$ cat src/rtl/mem_port_arbiter_pkg.sv
// Shared types for the single-port memory arbiter: response owner tag and access sizes.
package mem_port_arbiter_pkg;

    typedef enum logic [1:0] {
        NONE = 2'd0,
        IF   = 2'd1,
        DATA = 2'd2
    } owner_t;

    localparam logic [1:0] SZ_BYTE = 2'b00;
    localparam logic [1:0] SZ_HALF = 2'b01;
    localparam logic [1:0] SZ_WORD = 2'b10;

endpackage

$ cat src/rtl/mem_port_arbiter_if.sv
// Fetch, data and memory-side bus bundle of the arbiter; slave is the arbiter's view.
interface mem_port_arbiter_if #(
    parameter int unsigned ADDR_W = 32,
    parameter int unsigned DATA_W = 32
);
    logic              if_req;
    logic [ADDR_W-1:0] if_addr;
    logic [DATA_W-1:0] if_rdata;
    logic              if_valid;
    logic              if_stall;

    logic              d_rd;
    logic              d_wr;
    logic [ADDR_W-1:0] d_addr;
    logic [DATA_W-1:0] d_wdata;
    logic [1:0]        d_size;
    logic              d_sign;
    logic [DATA_W-1:0] d_rdata;
    logic              d_valid;
    logic              d_stall;
    logic              err;

    logic [ADDR_W-1:0] mem_addr;
    logic [DATA_W-1:0] mem_wdata;
    logic              mem_rd;
    logic              mem_wr;
    logic [1:0]        mem_size;
    logic              mem_sign;
    logic [DATA_W-1:0] mem_rdata;

    modport slave (
        input  if_req, if_addr, d_rd, d_wr, d_addr, d_wdata, d_size, d_sign, mem_rdata,
        output if_rdata, if_valid, if_stall, d_rdata, d_valid, d_stall, err,
        output mem_addr, mem_wdata, mem_rd, mem_wr, mem_size, mem_sign
    );

    modport master (
        output if_req, if_addr, d_rd, d_wr, d_addr, d_wdata, d_size, d_sign, mem_rdata,
        input  if_rdata, if_valid, if_stall, d_rdata, d_valid, d_stall, err,
        input  mem_addr, mem_wdata, mem_rd, mem_wr, mem_size, mem_sign
    );

endinterface

$ cat src/rtl/mem_arb_starve_ctr.sv
// Counts consecutive fetch denials and forces a fetch grant once STARVE_MAX is reached.
module mem_arb_starve_ctr #(
    parameter int unsigned STARVE_MAX = 4
) (
    input  logic i_clk,
    input  logic i_rst,
    input  logic i_if_req,
    input  logic i_d_req,
    output logic o_force_c
);

    localparam int unsigned CNT_W = $clog2(STARVE_MAX + 1);

    logic [CNT_W-1:0] r_cnt;
    logic [CNT_W-1:0] w_cnt_nxt;

    assign o_force_c = i_if_req & (r_cnt == CNT_W'(STARVE_MAX));

    // Fetch is denied only while data wins without a force; any grant or idle clears
    always_comb begin
        w_cnt_nxt = '0;
        if (i_if_req & i_d_req & ~o_force_c) begin
            w_cnt_nxt = r_cnt + CNT_W'(1);
        end
    end

    always_ff @(posedge i_clk or posedge i_rst) begin
        if (i_rst) begin
            r_cnt <= '0;
        end else begin
            r_cnt <= w_cnt_nxt;
        end
    end

endmodule

$ cat src/rtl/mem_port_arbiter.sv
// Shares one synchronous-read memory port between fetch and data; data wins by default.
// Build option ARB_STARVE_GUARD_EN adds a forced fetch grant after STARVE_MAX denials.
module mem_port_arbiter
    import mem_port_arbiter_pkg::*;
#(
    parameter int unsigned ADDR_W     = 32,
    parameter int unsigned DATA_W     = 32,
    parameter int unsigned STARVE_MAX = 4
) (
    input  logic               CLK,
    input  logic               RST,
    mem_port_arbiter_if.slave  bus
);

    if (STARVE_MAX == 0) begin : g_starve_max_chk
        $error("STARVE_MAX must be at least 1");
    end

    logic              w_d_req;
    logic              w_d_gnt;
    logic              w_if_gnt;
    logic              w_force;

    logic [ADDR_W-1:0] w_mem_addr;
    logic [DATA_W-1:0] w_mem_wdata;
    logic              w_mem_rd;
    logic              w_mem_wr;
    logic [1:0]        w_mem_size;
    logic              w_mem_sign;

    owner_t            r_owner;
    owner_t            w_owner_nxt;
    logic              r_is_load;
    logic              w_is_load_nxt;
    logic              r_err;

    assign w_d_req = bus.d_rd | bus.d_wr;

`ifdef ARB_STARVE_GUARD_EN
    mem_arb_starve_ctr #(
        .STARVE_MAX (STARVE_MAX)
    ) u_starve_ctr (
        .i_clk     (CLK),
        .i_rst     (RST),
        .i_if_req  (bus.if_req),
        .i_d_req   (w_d_req),
        .o_force_c (w_force)
    );
`else
    assign w_force = 1'b0;
`endif

    assign w_d_gnt  = w_d_req & ~w_force;
    assign w_if_gnt = bus.if_req & (~w_d_req | w_force);

    assign bus.if_stall = bus.if_req & ~w_if_gnt;
    assign bus.d_stall  = w_d_req & ~w_d_gnt;

    // Memory-side mux; rd+wr together is handled as a store
    always_comb begin
        w_mem_addr  = '0;
        w_mem_wdata = '0;
        w_mem_rd    = 1'b0;
        w_mem_wr    = 1'b0;
        w_mem_size  = '0;
        w_mem_sign  = 1'b0;
        if (w_d_gnt) begin
            w_mem_addr  = bus.d_addr;
            w_mem_wdata = bus.d_wdata;
            w_mem_rd    = ~bus.d_wr;
            w_mem_wr    = bus.d_wr;
            w_mem_size  = bus.d_size;
            w_mem_sign  = bus.d_sign;
        end else if (w_if_gnt) begin
            w_mem_addr  = bus.if_addr;
            w_mem_rd    = 1'b1;
            w_mem_size  = SZ_WORD;
        end
    end

    assign bus.mem_addr  = w_mem_addr;
    assign bus.mem_wdata = w_mem_wdata;
    assign bus.mem_rd    = w_mem_rd;
    assign bus.mem_wr    = w_mem_wr;
    assign bus.mem_size  = w_mem_size;
    assign bus.mem_sign  = w_mem_sign;

    always_comb begin
        w_owner_nxt   = NONE;
        w_is_load_nxt = 1'b0;
        if (w_d_gnt) begin
            w_owner_nxt   = DATA;
            w_is_load_nxt = ~bus.d_wr;
        end else if (w_if_gnt) begin
            w_owner_nxt   = IF;
        end
    end

    // Reset discards any response still owed for the previous cycle's grant
    always_ff @(posedge CLK or posedge RST) begin
        if (RST) begin
            r_owner   <= NONE;
            r_is_load <= 1'b0;
            r_err     <= 1'b0;
        end else begin
            r_owner   <= w_owner_nxt;
            r_is_load <= w_is_load_nxt;
            r_err     <= r_err | (bus.d_rd & bus.d_wr);
        end
    end

    assign bus.if_valid = (r_owner == IF);
    assign bus.if_rdata = (r_owner == IF) ? bus.mem_rdata : '0;
    assign bus.d_valid  = (r_owner == DATA);
    assign bus.d_rdata  = ((r_owner == DATA) && r_is_load) ? bus.mem_rdata : '0;
    assign bus.err      = r_err;

endmodule

$ cat src/flat_wrapper.sv
// flat-port wrapper written by rule: the top's interface ports become plain ports
module mem_port_arbiter_flat import mem_port_arbiter_pkg::*;
#(
    parameter int unsigned ADDR_W     = 32,
    parameter int unsigned DATA_W     = 32,
    parameter int unsigned STARVE_MAX = 4
)
  (CLK, RST, bus_if_req, bus_if_addr, bus_d_rd, bus_d_wr, bus_d_addr, bus_d_wdata, bus_d_size, bus_d_sign, bus_mem_rdata, bus_if_rdata, bus_if_valid, bus_if_stall, bus_d_rdata, bus_d_valid, bus_d_stall, bus_err, bus_mem_addr, bus_mem_wdata, bus_mem_rd, bus_mem_wr, bus_mem_size, bus_mem_sign);
  mem_port_arbiter_if #(.ADDR_W(ADDR_W), .DATA_W(DATA_W)) bus_i ();
  input  logic CLK;
  input  logic RST;
  input wire logic [$bits(bus_i.if_req)-1:0] bus_if_req;
  input wire logic [$bits(bus_i.if_addr)-1:0] bus_if_addr;
  input wire logic [$bits(bus_i.d_rd)-1:0] bus_d_rd;
  input wire logic [$bits(bus_i.d_wr)-1:0] bus_d_wr;
  input wire logic [$bits(bus_i.d_addr)-1:0] bus_d_addr;
  input wire logic [$bits(bus_i.d_wdata)-1:0] bus_d_wdata;
  input wire logic [$bits(bus_i.d_size)-1:0] bus_d_size;
  input wire logic [$bits(bus_i.d_sign)-1:0] bus_d_sign;
  input wire logic [$bits(bus_i.mem_rdata)-1:0] bus_mem_rdata;
  output wire logic [$bits(bus_i.if_rdata)-1:0] bus_if_rdata;
  output wire logic [$bits(bus_i.if_valid)-1:0] bus_if_valid;
  output wire logic [$bits(bus_i.if_stall)-1:0] bus_if_stall;
  output wire logic [$bits(bus_i.d_rdata)-1:0] bus_d_rdata;
  output wire logic [$bits(bus_i.d_valid)-1:0] bus_d_valid;
  output wire logic [$bits(bus_i.d_stall)-1:0] bus_d_stall;
  output wire logic [$bits(bus_i.err)-1:0] bus_err;
  output wire logic [$bits(bus_i.mem_addr)-1:0] bus_mem_addr;
  output wire logic [$bits(bus_i.mem_wdata)-1:0] bus_mem_wdata;
  output wire logic [$bits(bus_i.mem_rd)-1:0] bus_mem_rd;
  output wire logic [$bits(bus_i.mem_wr)-1:0] bus_mem_wr;
  output wire logic [$bits(bus_i.mem_size)-1:0] bus_mem_size;
  output wire logic [$bits(bus_i.mem_sign)-1:0] bus_mem_sign;
  assign bus_i.if_req = bus_if_req;
  assign bus_i.if_addr = bus_if_addr;
  assign bus_i.d_rd = bus_d_rd;
  assign bus_i.d_wr = bus_d_wr;
  assign bus_i.d_addr = bus_d_addr;
  assign bus_i.d_wdata = bus_d_wdata;
  assign bus_i.d_size = bus_d_size;
  assign bus_i.d_sign = bus_d_sign;
  assign bus_i.mem_rdata = bus_mem_rdata;
  assign bus_if_rdata = bus_i.if_rdata;
  assign bus_if_valid = bus_i.if_valid;
  assign bus_if_stall = bus_i.if_stall;
  assign bus_d_rdata = bus_i.d_rdata;
  assign bus_d_valid = bus_i.d_valid;
  assign bus_d_stall = bus_i.d_stall;
  assign bus_err = bus_i.err;
  assign bus_mem_addr = bus_i.mem_addr;
  assign bus_mem_wdata = bus_i.mem_wdata;
  assign bus_mem_rd = bus_i.mem_rd;
  assign bus_mem_wr = bus_i.mem_wr;
  assign bus_mem_size = bus_i.mem_size;
  assign bus_mem_sign = bus_i.mem_sign;
  mem_port_arbiter #(.ADDR_W(ADDR_W), .DATA_W(DATA_W), .STARVE_MAX(STARVE_MAX)) u_core (.CLK(CLK), .RST(RST), .bus(bus_i));
endmodule
$ cat config.mk
export PLATFORM = sky130hd
export DESIGN_NAME = mem_port_arbiter_flat
export DESIGN_NICKNAME = d
export VERILOG_FILES = /design/src/rtl/mem_port_arbiter_pkg.sv /design/src/rtl/mem_port_arbiter_if.sv /design/src/rtl/mem_arb_starve_ctr.sv /design/src/rtl/mem_port_arbiter.sv /design/src/flat_wrapper.sv
export SDC_FILE = /design/constraint.sdc
export NUM_CORES = 1
export LEC_CHECK = 0
export ABC_CLOCK_PERIOD_IN_PS = 1450
export BUFFER_PORTS_ARGS = -buffer_cell sky130_fd_sc_hd__buf_2
export CORE_AREA = 10 10 98 100
export DETAILED_ROUTE_END_ITERATION = 8
export DIE_AREA = 0 0 108 110
export HOLD_SLACK_MARGIN = 0.06
export PLACE_DENSITY = 0.62
export SLEW_MARGIN = 30
export SYNTH_ARGS = -nofsm -noshare
export SYNTH_HDL_FRONTEND = slang
export SYNTH_SLANG_ARGS = --single-unit
$ cat constraint.sdc
create_clock -name CLK -period 1.45 [get_ports CLK]
set_input_delay 0.29 -clock CLK [delete_from_list [all_inputs] [get_ports CLK]]
set_output_delay 0.29 -clock CLK [all_outputs]
set_load 0.01 [all_outputs]
### After elaboration in Yosys (flattened, before gate mapping)

Index checks and enable logic that the tools add are counted.

| operators by class | value |
|---|---|
| reductions and logical operators | 1 |
| multiplexer cells | 14 |
| bitwise operators | 8 |
| equality and inequality tests | 2 |

Operators with widths:

| operator | number |
|---|---|
| $mux 32 | 5 |
| $mux 1 | 6 |
| $mux 2 | 3 |
| $and 1x1->1 | 3 |
| $not 1->1 | 3 |
| $eq 2x1->1 const B | 1 |
| $eq 2x2->1 const B | 1 |
| $or 1x1->1 | 2 |
| $logic_and 1x1->1 | 1 |

| storage, ports and cells | value |
|---|---|
| input bits | 136 |
| output and inout port bits | 138 |
| register bits after elaboration | 4 |

### Longest topological paths before layout

| logic depth | value |
|---|---|
| depth after elaboration | 5 |
| depth in mapped cells | 5 |
| gate-level depth less buffers | 2 |

### Least setup slack after synthesis

No wires, ideal clock.

| timing path | value |
|---|---|
| path kind | input-to-output |
| from | input port bus_d_wr |
| to | output port bus_mem_addr[10] |
| data arrival time | 1222 ps |
| setup slack | -62 ps |
| data required time | 1160 ps |
| stages | 5 |
| cell sequence | buf_6 > or2_1 > buf_6 > clkbuf_1 > o21ai_0 |

| between the ends | value |
|---|---|
| longest elaborated chain between the ends | 5 |

Ends and longest elaborated chain:

| element | RTL line | RTL |
|---|---|---|
| start, declared | flat_wrapper.sv:15 | `input wire logic [$bits(bus_i.d_wr)-1:0] bus_d_wr;` |
| $or 1x1->1 (*) | mem_port_arbiter.sv:37 | `assign w_d_req = bus.d_rd \| bus.d_wr;` |
| $not 1->1 | mem_port_arbiter.sv:54 | `assign w_if_gnt = bus.if_req & (~w_d_req \| w_force);` |
| $and 1x1->1 | mem_port_arbiter.sv:54 |  |
| $mux 32 | mem_port_arbiter.sv:74 | `end else if (w_if_gnt) begin` |
| $mux 32 (*) | mem_port_arbiter.sv:67 | `if (w_d_gnt) begin` |
| end, declared | flat_wrapper.sv:28 | `output wire logic [$bits(bus_i.mem_addr)-1:0] bus_mem_addr;` |

Every way passes the cells marked *; elsewhere a longest branch is shown, timed or not.

### Worst setup path after layout

| timing path | value |
|---|---|
| from | register u_core.r_owner[0] |
| to | output port bus_d_rdata[13] |

| between the ends | value |
|---|---|
| longest elaborated chain between the ends | 3 |

Ends and longest elaborated chain:

| element | RTL line | RTL |
|---|---|---|
| start, declared | mem_port_arbiter.sv:31 | `owner_t r_owner;` |
| start signal, assigned | mem_port_arbiter.sv:106 | `r_owner <= w_owner_nxt;` |
| $eq 2x2->1 | mem_port_arbiter.sv:115 | `assign bus.d_rdata = ((r_owner == DATA) && r_is_load) ? bus.mem_rdata : '0;` |
| $logic_and 1x1->1 | mem_port_arbiter.sv:115 |  |
| $mux 32 | mem_port_arbiter.sv:115 |  |
| end, declared | flat_wrapper.sv:24 | `output wire logic [$bits(bus_i.d_rdata)-1:0] bus_d_rdata;` |

No other way between the ends.

==> results.py <==
metrics = {
    "clocking": {
        "htree_levels": 1,
        "cts_buffer_depth": 2,
        "cts_root_buffer": "clkbuf_8",
        "clkTransAtPathRegs_ps": 30,
        "clock-sinks": 4,
        "cts_buffers": 3,
        "cts_tree": "yes",
        "clk_latency_ps": 210,
    },
    "floorplanning": {
        "coreArea_um2": 7650,
        "die_x_um": 108,
        "dieArea_um2": 11900,
        "rows": 32,
        "fp.dieH_um": 110,
        "start_util_pct": 17.9,
        "ios": 274,
    },
    "drt": {
        "route.detailed.drc": 0,
        "antenna_left": 0,
        "wl_um": 10900,
        "dr.pass1.iters": 4,
        "vias": 2700,
        "drt-initial-drc-count": 79,
        "routed_via_density": 4.42,
        "wl_per_cell_um": 17.9,
    },
    "timing": {
        "timing.final.ws_setup_ps": -126,
        "fin_setup_tns_ps": -8690,
        "finalMaxSlewViolations": 0,
        "hold_viol": 0,
        "setup_viol": 117,
        "fin_crit_ps": 1580,
        "period_share_pct": 109,
        "fmax_mhz": 634,
        "rsz0062_at_grt": "true",
        "finClkSkew_ps": 0,
    },
    "power_and_ir_drop": {
        "leakage_uw": 0.00211,
        "ir_worst_vdd_uv": 197,
        "power.total_uw": 1400,
        "p_per_area_nw_per_um2": 380,
    },
    "cells_and_area": {
        "design_area_um2": 3690,
        "final_cell_mix": "buf_2 (222), and2_1 (65), buf_6 (50), and2_4 (34), nand2_1 (32)",
        "fin_nets": 647,
        "multi_input_comb_area_um2": 1350,
        "register_area_um2": 100,
        "diodes": 0,
        "syn_to_final_growth_pct": 169,
        "n_fill_cell": 766,
        "post-route-util_pct": 48.2,
        "drive_gt1_share_pct": 71.1,
        "layout_commonest_cell": "buf_2",
    },
    "global_routing": {
        "grt_pass1_vias": 2679,
        "grt_max_degree": 37,
        "gr-total-overflow": 0,
        "grt_usage_pct": 14.4,
        "grt_pass1_wl_um": 13800,
        "antenna_found_initial": 0,
    },
    "placement": {
        "place_congestion": 0.819,
        "dp_slack_ps": -225,
        "hpwl_um": 8530,
        "placement.io_buffers": 272,
        "placed_area_um2": 2850,
    },
    "yosys": {
        "synth-seq-cells": 4,
        "synth_cells": 239,
        "synthDistinctLibCells": 17,
        "seq_area_frac_synth_pct": 7.31,
        "synth.avg_cell_area_um2": 5.73,
        "ys_warn_count": 0,
        "synth_nets": 375,
        "syn_area_um2": 1370,
    },
    "worst_hold_path": {
        "hold_class": "flip-flop to flip-flop",
    },
    "setup_path": {
        "worstPathRequired_ps": 1160,
        "crit_fanout": 32,
        "crit_type": "flip-flop to primary output",
        "cp_data_arrival_time_ps": 1290,
        "cp-end-kind": "primary output",
        "critPathLaunchType": "flip-flop",
    },
    "outcome": {
        "violations": "negative setup slack",
        "outcome": "finished, violations left",
    },
    "run": {
        "maxCapViolCount": 0,
    },
}
==> timing repair <==
item,CTS,global route
gates resized for setup,38,119
pin swaps,13,51
hold endpoints to repair,4,0
hold buffers,1,0
setup endpoints to repair,131,129
buffers inserted,3,4
cloned,3,4
==> worst max-delay path: stages, from the launching register on <==
cell and delay [ps]:
dfrtp_1 380, and3b_2 260, buf_12 150, and2_1 140, buf_2 130
==> registers in the layout, summed over array words and instances, names as in the netlist <==
signal	flops
u_core.r_is_load	1
u_core.bus.err	1
u_core.r_owner	2
==> cell type report <==
| cell class | count | area share (%) |
|---|---|---|
| flip-flops and latches | 4 | 2.71 |
| well taps | 102 | 3.46 |
| multi-input cells | 206 | 36.6 |
| clock buffers | 3 | 1.12 |
| inverters | 2 | 0.204 |
| repair buffers | 294 | 55.9 |
==> through the flow <==
stage          hold WS (ps)  cells
5_1_grt                 509    611
3_3_place_gp            173    594
6_report                470    611
2_1_floorplan          56.1    239
3_5_place_dp            176    594
4_1_cts                 467    604
==> synth_stat cells <==
cell type | number | area share, %
buf_6 | 3 | 2.5
nor2b_1 | 3 | 1.4
buf_2 | 2 | 0.73
inv_1 | 2 | 0.55
a21o_1 | 1 | 0.55
or2_1 | 1 | 0.46
conb_1 | 1 | 0.27
nand2_1 | 32 | 8.8
o21ai_1 | 2 | 0.73
mux2_4 | 1 | 1.1
and2_1 | 99 | 45
dfrtp_1 | 4 | 7.3
buf_4 | 1 | 0.55
and3b_1 | 1 | 0.64
clkbuf_1 | 21 | 5.8
nor2_1 | 3 | 0.82
o21ai_0 | 62 | 23
==> per-layer routing <==
metal  up-vias  track usage (%)  part of all wire (%)
met5         -                0                     0
met4         0             2.48                   1.0
met3         8             7.95                    14
met2       182             28.4                    53
met1      1211             12.5                    32
li1       1299                -                     -
==> final timing paths <==
path | cells past startpoint | start | slack, ps | to
max | 4 | u_core.r_owner[0] | -130 | bus_d_rdata[13]
min | 1 | u_core.bus.err | 470 | u_core.bus.err
max reg2reg | 1 | u_core.bus.err | 810 | u_core.bus.err
min reg2reg | 1 | u_core.bus.err | 470 | u_core.bus.err
max in group asynchronous | 3 | RST | 780 | u_core.r_owner[0]
min in group asynchronous | 3 | RST | 520 | u_core.r_owner[1]
==> logic make-up (layout without fill, tap and decap cells) <==
kind of cell | Yosys count | after routing | synth area share [%]
other | 1 | 1 | 0.274
buffers and inverters | 29 | 299 | 10.1
DFF | 4 | 4 | 7.31
and+or+nand+nor | 139 | 139 | 57.3
muxes | 1 | 1 | 1.10
AOI/OAI and AO/OA | 65 | 65 | 23.9
==> power by group <==
group	internal (µW)	switching, µW	total (µW)
Sequential	116	2.13	118
Combinational	590	468	1060
Clock	176	49.4	226
Total	883	520	1400
No activity file was read; power rests on OpenSTA's default activity.
